**src/rtl/detector_scheduler.sv**
```systemverilog
// Round-robin scheduler sharing one serial four-ones detector among NREQ requesters.
// Optional macro DETECTOR_SCHED_EARLY_EXIT_EN: end a frame as soon as the detector fires.
module detector_scheduler #(
   parameter int NREQ      = 4,
   parameter int FRAME_LEN = 8,
   parameter int IDW       = $clog2(NREQ)
) (
   input  logic            clk,
   input  logic            reset,
   input  logic [NREQ-1:0] req,
   input  logic [NREQ-1:0] frame_bit,
   output logic [NREQ-1:0] grant,
   output logic            det_reset,
   output logic            det_in,
   input  logic            det_out,
   output logic            done,
   output logic [IDW-1:0]  done_id,
   output logic            hit
);

   typedef enum logic [2:0] {
      S_IDLE   = 3'd0,
      S_CLEAR  = 3'd1,
      S_STREAM = 3'd2,
      S_FLUSH  = 3'd3,
      S_REPORT = 3'd4
   } state_t;

   localparam logic [7:0] LAST_BIT = 8'(FRAME_LEN - 1);

   state_t          state_q, state_d;
   logic [NREQ-1:0] grant_q, grant_d;
   logic            done_q, done_d;
   logic [IDW-1:0]  done_id_q, done_id_d;
   logic            hit_q, hit_d;
   logic [IDW-1:0]  win_q, win_d;
   logic [IDW-1:0]  ptr_q, ptr_d;
   logic [7:0]      cnt_q, cnt_d;

   logic            found_s;
   logic [IDW-1:0]  pick_s;
   logic [IDW-1:0]  idx_s;

   // Rotating priority search: first pending request at or above ptr, wrapping.
   always_comb begin
      found_s = 1'b0;
      pick_s  = {IDW{1'b0}};
      idx_s   = {IDW{1'b0}};
      for (int i = 0; i < NREQ; i++) begin
         idx_s = IDW'((int'(ptr_q) + i) % NREQ);
         if (!found_s && req[idx_s]) begin
            found_s = 1'b1;
            pick_s  = idx_s;
         end else begin
            found_s = found_s;
         end
      end
   end

   // Next-state and next-output logic for the frame sequencer.
   always_comb begin
      state_d   = state_q;
      grant_d   = grant_q;
      done_d    = 1'b0;
      done_id_d = done_id_q;
      hit_d     = hit_q;
      win_d     = win_q;
      ptr_d     = ptr_q;
      cnt_d     = cnt_q;
      case (state_q)
         S_IDLE: begin
            if (found_s) begin
               win_d   = pick_s;
               grant_d = {{(NREQ-1){1'b0}}, 1'b1} << pick_s;
               hit_d   = 1'b0;
               state_d = S_CLEAR;
            end else begin
               state_d = S_IDLE;
            end
         end
         S_CLEAR: begin
            cnt_d   = 8'd0;
            state_d = S_STREAM;
         end
         S_STREAM: begin
            cnt_d = cnt_q + 8'd1;
            // Detector output lags its input, so the first stream cycle still shows the cleared state.
            if (cnt_q != 8'd0) begin
               hit_d = hit_q | det_out;
            end else begin
               hit_d = hit_q;
            end
`ifdef DETECTOR_SCHED_EARLY_EXIT_EN
            if ((cnt_q != 8'd0) && det_out) begin
               grant_d   = {NREQ{1'b0}};
               done_d    = 1'b1;
               done_id_d = win_q;
               state_d   = S_REPORT;
            end else if (cnt_q == LAST_BIT) begin
               state_d = S_FLUSH;
            end else begin
               state_d = S_STREAM;
            end
`else
            if (cnt_q == LAST_BIT) begin
               state_d = S_FLUSH;
            end else begin
               state_d = S_STREAM;
            end
`endif
         end
         S_FLUSH: begin
            hit_d     = hit_q | det_out;
            grant_d   = {NREQ{1'b0}};
            done_d    = 1'b1;
            done_id_d = win_q;
            state_d   = S_REPORT;
         end
         S_REPORT: begin
            if (win_q == IDW'(NREQ - 1)) begin
               ptr_d = {IDW{1'b0}};
            end else begin
               ptr_d = win_q + IDW'(1);
            end
            state_d = S_IDLE;
         end
         default: begin
            grant_d = {NREQ{1'b0}};
            state_d = S_IDLE;
         end
      endcase
   end

   // State and output registers with synchronous reset.
   always_ff @(posedge clk) begin
      if (reset) begin
         state_q   <= S_IDLE;
         grant_q   <= {NREQ{1'b0}};
         done_q    <= 1'b0;
         done_id_q <= {IDW{1'b0}};
         hit_q     <= 1'b0;
         win_q     <= {IDW{1'b0}};
         ptr_q     <= {IDW{1'b0}};
         cnt_q     <= 8'd0;
      end else begin
         state_q   <= state_d;
         grant_q   <= grant_d;
         done_q    <= done_d;
         done_id_q <= done_id_d;
         hit_q     <= hit_d;
         win_q     <= win_d;
         ptr_q     <= ptr_d;
         cnt_q     <= cnt_d;
      end
   end

   assign grant     = grant_q;
   assign done      = done_q;
   assign done_id   = done_id_q;
   assign hit       = hit_q;
   assign det_reset = reset | (state_q == S_CLEAR);
   assign det_in    = (state_q == S_STREAM) ? frame_bit[win_q] : 1'b0;

endmodule

```
**config.mk**
```make
export PLATFORM = sky130hd
export DESIGN_NAME = detector_scheduler
export DESIGN_NICKNAME = d
export VERILOG_FILES = /design/src/rtl/detector_scheduler.sv
export SDC_FILE = /design/constraint.sdc
export NUM_CORES = 1
export LEC_CHECK = 0
export ABC_AREA = 1
export CORE_ASPECT_RATIO = 0.9
export CORE_MARGIN = 4
export CORE_UTILIZATION = 40
export DETAILED_ROUTE_END_ITERATION = 10
export MAX_ROUTING_LAYER = met4
export PLACE_DENSITY_LB_ADDON = 0.3
export SYNTH_ARGS = -nofsm -noshare
export SYNTH_HDL_FRONTEND = slang
export SYNTH_SLANG_ARGS = --single-unit
```
**constraint.sdc**
```tcl
create_clock -name clk -period 1.4 [get_ports clk]
set_input_delay 0.42 -clock clk [delete_from_list [all_inputs] [get_ports clk]]
set_output_delay 0.42 -clock clk [all_outputs]
set_load 0.01 [all_outputs]
```
; Word-level counts from Yosys, hierarchy flattened
; Index checks and enable logic that the tools add are counted.
[word_totals]
out_inout_bits = 10
memories = 0
inputBits = 11
reg_bits = 23
romBits = 0
word_cells = 74
latchBits = 0
ramBits = 0
[classes]
n_mux = 30
magnitude_cmp = 5
add_sub_neg = 5
eq_ne = 8
n_shift = 1
n_mul = 0
n_div = 0
bitwise = 3
n_reduce_logical = 14
[op_table]
columns = operator, count
row1 = 8-bit one-hot mux with 2 select lines, 1
row2 = 2-bit by 3-bit < comparator with 1-bit output (second input constant), 5
row3 = 1-bit 2-to-1 mux, 15
row4 = 3-bit one-hot mux with 4 select lines, 1
row5 = 1-bit binary-select mux with 2-bit select, 5
row6 = 2-bit 2-to-1 mux, 5
row7 = 8-bit by 1-bit adder with 8-bit output (second input constant), 1
row8 = 8-bit by 3-bit == test with 1-bit output (second input constant), 1
row9 = 4-bit one-hot mux with 2 select lines, 1
row10 = 8-bit nonzero test, 1
row11 = 3-bit by 2-bit == test with 1-bit output (second input constant), 2
row12 = 2-bit by 1-bit adder with 2-bit output (second input constant), 2
row13 = 2-bit adder (second input constant), 2
row14 = 4-bit 2-to-1 mux, 1
row15 = 2-bit != test (second input constant), 2
row16 = 2-bit AND reduction, 2
row17 = 1-bit by 2-bit left shift with 4-bit output (first input constant), 1
row18 = 3-bit by 1-bit == test with 1-bit output (second input constant), 1
row19 = 3-bit == test (second input constant), 1
row20 = 1-bit logical AND, 3
row21 = 1-bit logical NOT, 3
row22 = 3-bit logical NOT, 1
row23 = 1-bit one-hot mux with 3 select lines, 1
row24 = 3-bit AND reduction, 1
row25 = 6 further kinds, 7

; Longest topological paths before layout
[depth]
depth_word = 15
mapped_depth = 12
ltp_nobuf = 12

; Worst setup path after synthesis
; No wires, ideal clock.
[synth_timing]
path_type = register to register
startpoint = register ptr_q[0]
endpoint = register win_q[1]
period_less_slack_ns = 1.421
setup_time_ns = 0.121
t_arrival_ns = 1.300
path_slack_ns = -0.021
stages_incl_launch_ff = 12
t_required_ns = 1.279
path_buffers = 0
cell_sequence = dfxtp_1 > inv_2 > nand2_1 > nand2_1 > nand2_2 > nand2_4 > nor2_8 > nand3b_1 > nand2_1 > inv_2 > o21ai_0 > a21oi_1
[synth_between]
elab_chain_len = 13
elab_cells_between_ends = 26
cone_classes = add/sub (3) / mux (16) / reduce/logical (7)
[synth_lines]
columns = element, line
row1 = "start, declared", 37  ; logic [IDW-1:0] ptr_q, ptr_d;
row2 = "start signal, assigned", 143  ; ptr_q <= {IDW{1'b0}};
row3 = "start signal, assigned", 152  ; ptr_q <= ptr_d;
row4 = "parallel branches: the longest is 13 deep, another holds 2-bit by 1-bit adder with 2-bit output", n/a
row5 = "end signal, assigned", 142  ; win_q <= {IDW{1'b0}};
row6 = "end signal, assigned", 151  ; win_q <= win_d;
row7 = "end, declared", 36  ; logic [IDW-1:0] win_q, win_d;
; Several ways; the timed one is not identified. The select of a mux whose other input is x is not followed.
; A chain may end at the register's enable or synchronous reset.

; Worst setup path in the final report
[layout_timing]
startpoint = input port req[1]
endpoint = register win_q[0]
[layout_between]
elab_chain_len = 13
elab_cells_between_ends = 23
cone_classes = mux (16) / reduce/logical (7)
[layout_lines]
columns = element, line
row1 = "start, declared", 10  ; input logic [NREQ-1:0] req,
row2 = 1-bit binary-select mux with 2-bit select, 51  ; if (!found_s && req[idx_s]) begin
row3 = 1-bit 2-to-1 mux (implied by the code), 51
row4 = 1-bit 2-to-1 mux, 51
row5 = 1-bit logical NOT, 51
row6 = 1-bit logical AND, 51
row7 = 1-bit 2-to-1 mux, 51
row8 = 1-bit logical NOT, 51
row9 = 1-bit logical AND, 51
row10 = 1-bit 2-to-1 mux, 51
row11 = 1-bit logical NOT, 51
row12 = 1-bit logical AND, 51
row13 = 1-bit 2-to-1 mux, 51
row14 = 2-bit AND reduction (no line), n/a
; Parallel ways exist; a longest one is shown, timed or not. The select of a mux whose other input is x is not followed.

==> results <==
- In the final layout, the share of cells above drive strength 1 is 0.4382.
- The hold-critical path depth is 2.
- The Yosys step of the flow raised 0 warnings.
- Across the routed clock network, the largest skew measured is around 0.0074 ns.
- The switching power share of the total is 0.3468.
- The overall power is 1.923 mW.
- After detailed routing, the number of vias per cell comes to 4.997.
- The first global-routing pass estimated 5.644 mm of wire.
- Across the VDD grid, the largest voltage drop is 0.0005487 V.
- The min-delay analysis places its worst path in the category flip-flop to flip-flop.
- TritonCTS created 3 clock buffers.
- The final global-route overflow total is 0.
- The clock transition time at the flip-flop clock pins of the worst setup and hold paths is 0.09 ns.
- The total of endpoints with negative setup slack in the final report is 9.
- The post-detailed-route DRC marker count is 0.
- The max-slew headroom at the worst pin is 0.6729.
- The worst hold margin is 0.4623 ns.
- STA puts the critical path data arrival time at ~1.8 ns.
- Dividing the final minimum period by the clock period gives 1.152.
- The run finished, with violations left.
- The average detailed-routed wire length per instance is 12.35 um.
- The required time reported for the critical path endpoint is 1.59 ns.
- The maximum fanout encountered on the critical timing path is 5.
- The checks that failed: setup timing.
- After the last flow step, the layout net total stands at 282.
- The worst setup path is of the input pin to flip-flop kind.
- The sum of routed wire length over all layers is 3.816 mm.
- The total of max-cap violations is 0.
- Setup repair after global routing could not meet its margin everywhere.
- The first detailed-routing pass ran for 4 iterations.
- The maximum number of pins on one net before global-route repair is 15.
- The proportion of power drawn by the clock network is 0.215.
- The actual transition at the worst max-transition pin is a little under 0.5 ns.
- The die extent in x is ~70 um.
- The number of global-route vias before repair came to 1311.
- The overall via count from detail_route is around 1500.
- The vertical die dimension is 63.42 um.
- The critical path goes through dlygate4sd2_1, nand2_1, nand2_4, nand2_4, nand2_4, nor2_8, nand3b_1, nand2_2, inv_4, buf_6, a21oi_2.
- The worst path in the final design needs a cycle of roughly 1.6 ns, including I/O delays and setup.
- Compared with the post-synthesis result, the final layout area differs by 57.65%.
- The delay of the slowest cell on the worst path is between 0.2 and 0.3 ns.
- Summing every instance area after synthesis gives 0.001365 sq mm.
- For this run, the top clock speed supported by timing is slightly above 0.6 GHz.
- Once detail routing completed, the nets flagged for antenna violations numbered 0.
- During I/O placement, the number of pins put on the boundary was 21.
- The worst path setup slack after routing is -0.2124 ns.
- In this run the static leakage power is 0.9768 nW.
- The share of power burned in combinational logic is 0.393.
- The CTS tree is yes.
- The hold violation total from the final report is 0.
- sky130_fd_sc_hd__dfxtp_1 takes more of the synthesized area than any other cell.
- The sequential share of power is 0.392.
- Ranked by total cell area, the synthesized netlist is headed by sky130_fd_sc_hd__dfxtp_1 (34%), sky130_fd_sc_hd__nand2_1 (14%), sky130_fd_sc_hd__a21oi_1 (8.1%).
- The synthesized net count is 218.
- The source-to-sink clock delay at the later pin of the worst-skew pair is between 0.2 and 0.3 ns.
- The post-synthesis area per instance is 6.691 sq um.
- The DRC violation total after the first TritonRoute iteration is 57.
- Counting cells, the worst reg-to-reg path comes to 10.
- For this design the total switching power over the nets is around 670 uW.
- The detailed placer's ending HPWL is 2.410 mm.
- The placed instances occupy a cell area of 0.001829 sq mm.
- The last weighted congestion value of the routability-driven placer is 0.8334.
- The initial cell density of the core is 0.4317.
- The die footprint is 0.004412 sq mm.
- The number of rows in the core area is 19.
- The count of different cell masters after synthesis is 26.
- The finished cells cover 0.002152 sq mm.
- The post-layout utilization of the core is 0.6806.
- The cell that appears most often on the critical path is sky130_fd_sc_hd__nand2_4.
- The critical path capture point type is a flip-flop.
- For this design the ratio of total power to cell area is 893.4 mW/mm^2.
- Port buffering added 20 buffers.
- Of the synthesized area, sequential elements account for 0.3373.
- Counting flops with a built-in enable in the synthesized netlist gives 0.
- Adding up every negative setup slack in the final design gives -1.487 ns.
- The number of max-slew violations in the final report is 0.
- The maximum count of clock buffers along a single path is 2.
- The number of antenna diodes in the final layout is 0.
- In the global route stage, overall resource usage came out at 0.1587.
- The cell sitting at the root of the clock tree is a sky130_fd_sc_hd__clkbuf_8.
- The async set or reset register ratio after synthesis is 0.
- CTS built an H-tree with a depth of 1.
- The core outline area is 0.003162 sq mm.
- The total clock sinks is 23.
- Among all flip-flop cells after synthesis, the most frequent one is sky130_fd_sc_hd__dfxtp_1.
- The fraction of synthesized cell area taken by the top area cell type is 0.3373.
- The initial antenna violation count came to 0.
- The register bit total from synthesis is 23.
- Synthesis handed over a netlist of 204 instances.
- The startpoint class of the critical path is an input pin.
- The internal power of the cells totals 1.256 mW.
- The slowest stage cell on the critical path is sky130_fd_sc_hd__dlygate4sd2_1.
==> cell usage in the layout (no fill, tap or decap), types with 4 or more instances in the layout <==
| master | Yosys | routed |
|---|---|---|
| sky130_fd_sc_hd__nand2_1 | 50 | 37 |
| sky130_fd_sc_hd__buf_4 | 0 | 33 |
| sky130_fd_sc_hd__inv_1 | 24 | 18 |
| sky130_fd_sc_hd__dlygate4sd2_1 | 0 | 17 |
| sky130_fd_sc_hd__a21oi_1 | 22 | 15 |
| sky130_fd_sc_hd__nand2_2 | 9 | 15 |
| sky130_fd_sc_hd__dfxtp_1 | 23 | 14 |
| sky130_fd_sc_hd__nor2_1 | 13 | 10 |
| sky130_fd_sc_hd__nand3_2 | 1 | 9 |
| sky130_fd_sc_hd__nand2_4 | 2 | 9 |
| sky130_fd_sc_hd__inv_2 | 4 | 7 |
| sky130_fd_sc_hd__o21ai_0 | 11 | 7 |
| sky130_fd_sc_hd__a21oi_2 | 0 | 7 |
| sky130_fd_sc_hd__buf_6 | 1 | 7 |
| sky130_fd_sc_hd__dfxtp_2 | 0 | 6 |
| sky130_fd_sc_hd__nor3_1 | 7 | 5 |
| sky130_fd_sc_hd__nand3_1 | 13 | 5 |
| sky130_fd_sc_hd__nor2_2 | 1 | 4 |
==> cell type report <==
type	instances	area, sq um
fill	266	1010
timing repair buffer	60	495.5
timing repair inverter	1	3.754
clock inverter	1	5.005
multi-input combinational	151	950.9
clock buffer	3	41.29
sequential	23	479.2
inverter	28	123.9
tap	42	52.55
==> metal layers <==
metal,routed length [um],up-vias,part of all wire,global-route usage
met4,34,0,0.0089,0.02927
met5,0,-,0,-
li1,-,808,-,-
met2,1817,21,0.48,0.2488
met1,1830,711,0.48,0.2089
met3,134,4,0.035,0.03975
==> stage by stage <==
stage	instances	setup slack, ns
final	309	-0.2124
after global placement	294	-0.7605
after global routing	309	-0.2991
after CTS	303	-0.1379
after detailed placement	294	-0.7623
after floorplan	204	0.0005532
==> worst max-delay path, delay by kind of cell <==
kind | cells | cell delay [ns]
and+or+nand+nor | 7 | 0.82
AOI/OAI and AO/OA | 1 | 0.11
buffers and inverters | 3 | 0.45
==> Yosys cell counts (2+ instances only) <==
library cell               number
sky130_fd_sc_hd__a211oi_1       3
sky130_fd_sc_hd__a21oi_1       22
sky130_fd_sc_hd__dfxtp_1       23
sky130_fd_sc_hd__ha_1           3
sky130_fd_sc_hd__inv_1         24
sky130_fd_sc_hd__inv_2          4
sky130_fd_sc_hd__nand2_1       50
sky130_fd_sc_hd__nand2_2        9
sky130_fd_sc_hd__nand2_4        2
sky130_fd_sc_hd__nand3_1       13
sky130_fd_sc_hd__nand3b_1       3
sky130_fd_sc_hd__nand4_1        3
sky130_fd_sc_hd__nor2_1        13
sky130_fd_sc_hd__nor3_1         7
sky130_fd_sc_hd__nor4_1         3
sky130_fd_sc_hd__o21ai_0       11
sky130_fd_sc_hd__o21ai_2        2
==> sequential cells by signal, indices dropped and copies added (netlist names) <==
register  cells
hit           1
ptr_q         2
done          1
state_q       3
cnt_q         8
done_id       2
win_q         2
grant         4
==> timing repair <==
item                       CTS  global route
gates resized for setup     69            34
hold buffers                 0             0
cloned                       1             0
buffers inserted             4             7
pin swaps                   23            21
setup endpoints to repair   18            13
==> kinds of logic after synthesis <==
logic type                 count (synthesis)  share of synthesized area
and+or+nand+nor                          106                     0.3749
DFF                                       23                     0.3373
adders and majority gates                  3                    0.02750
buffers and inverters                     30                    0.08799
AOI/OAI and AO/OA                         42                     0.1723
==> power by group through the flow <==
stage / registers [mW] / clock network (mW) / logic, mW
final: 0.753 / 0.413 / 0.756
after global routing: 0.761 / 0.456 / 0.828
after CTS: 0.746 / 0.429 / 0.657
after detailed placement: 0.757 / 0 / 0.579
after global placement: 0.755 / 0 / 0.573
after floorplan: 0.764 / 0 / 0.293
==> final timing paths <==
check | from | end | slack [ns]
worst max-delay path | req[1] | win_q[0] | -0.21
worst max register to register | ptr_q[0] | win_q[0] | -0.20
worst min register to register | hit | hit | 0.46
worst min-delay path | hit | hit | 0.46
(Power assumes the default switching activity.)
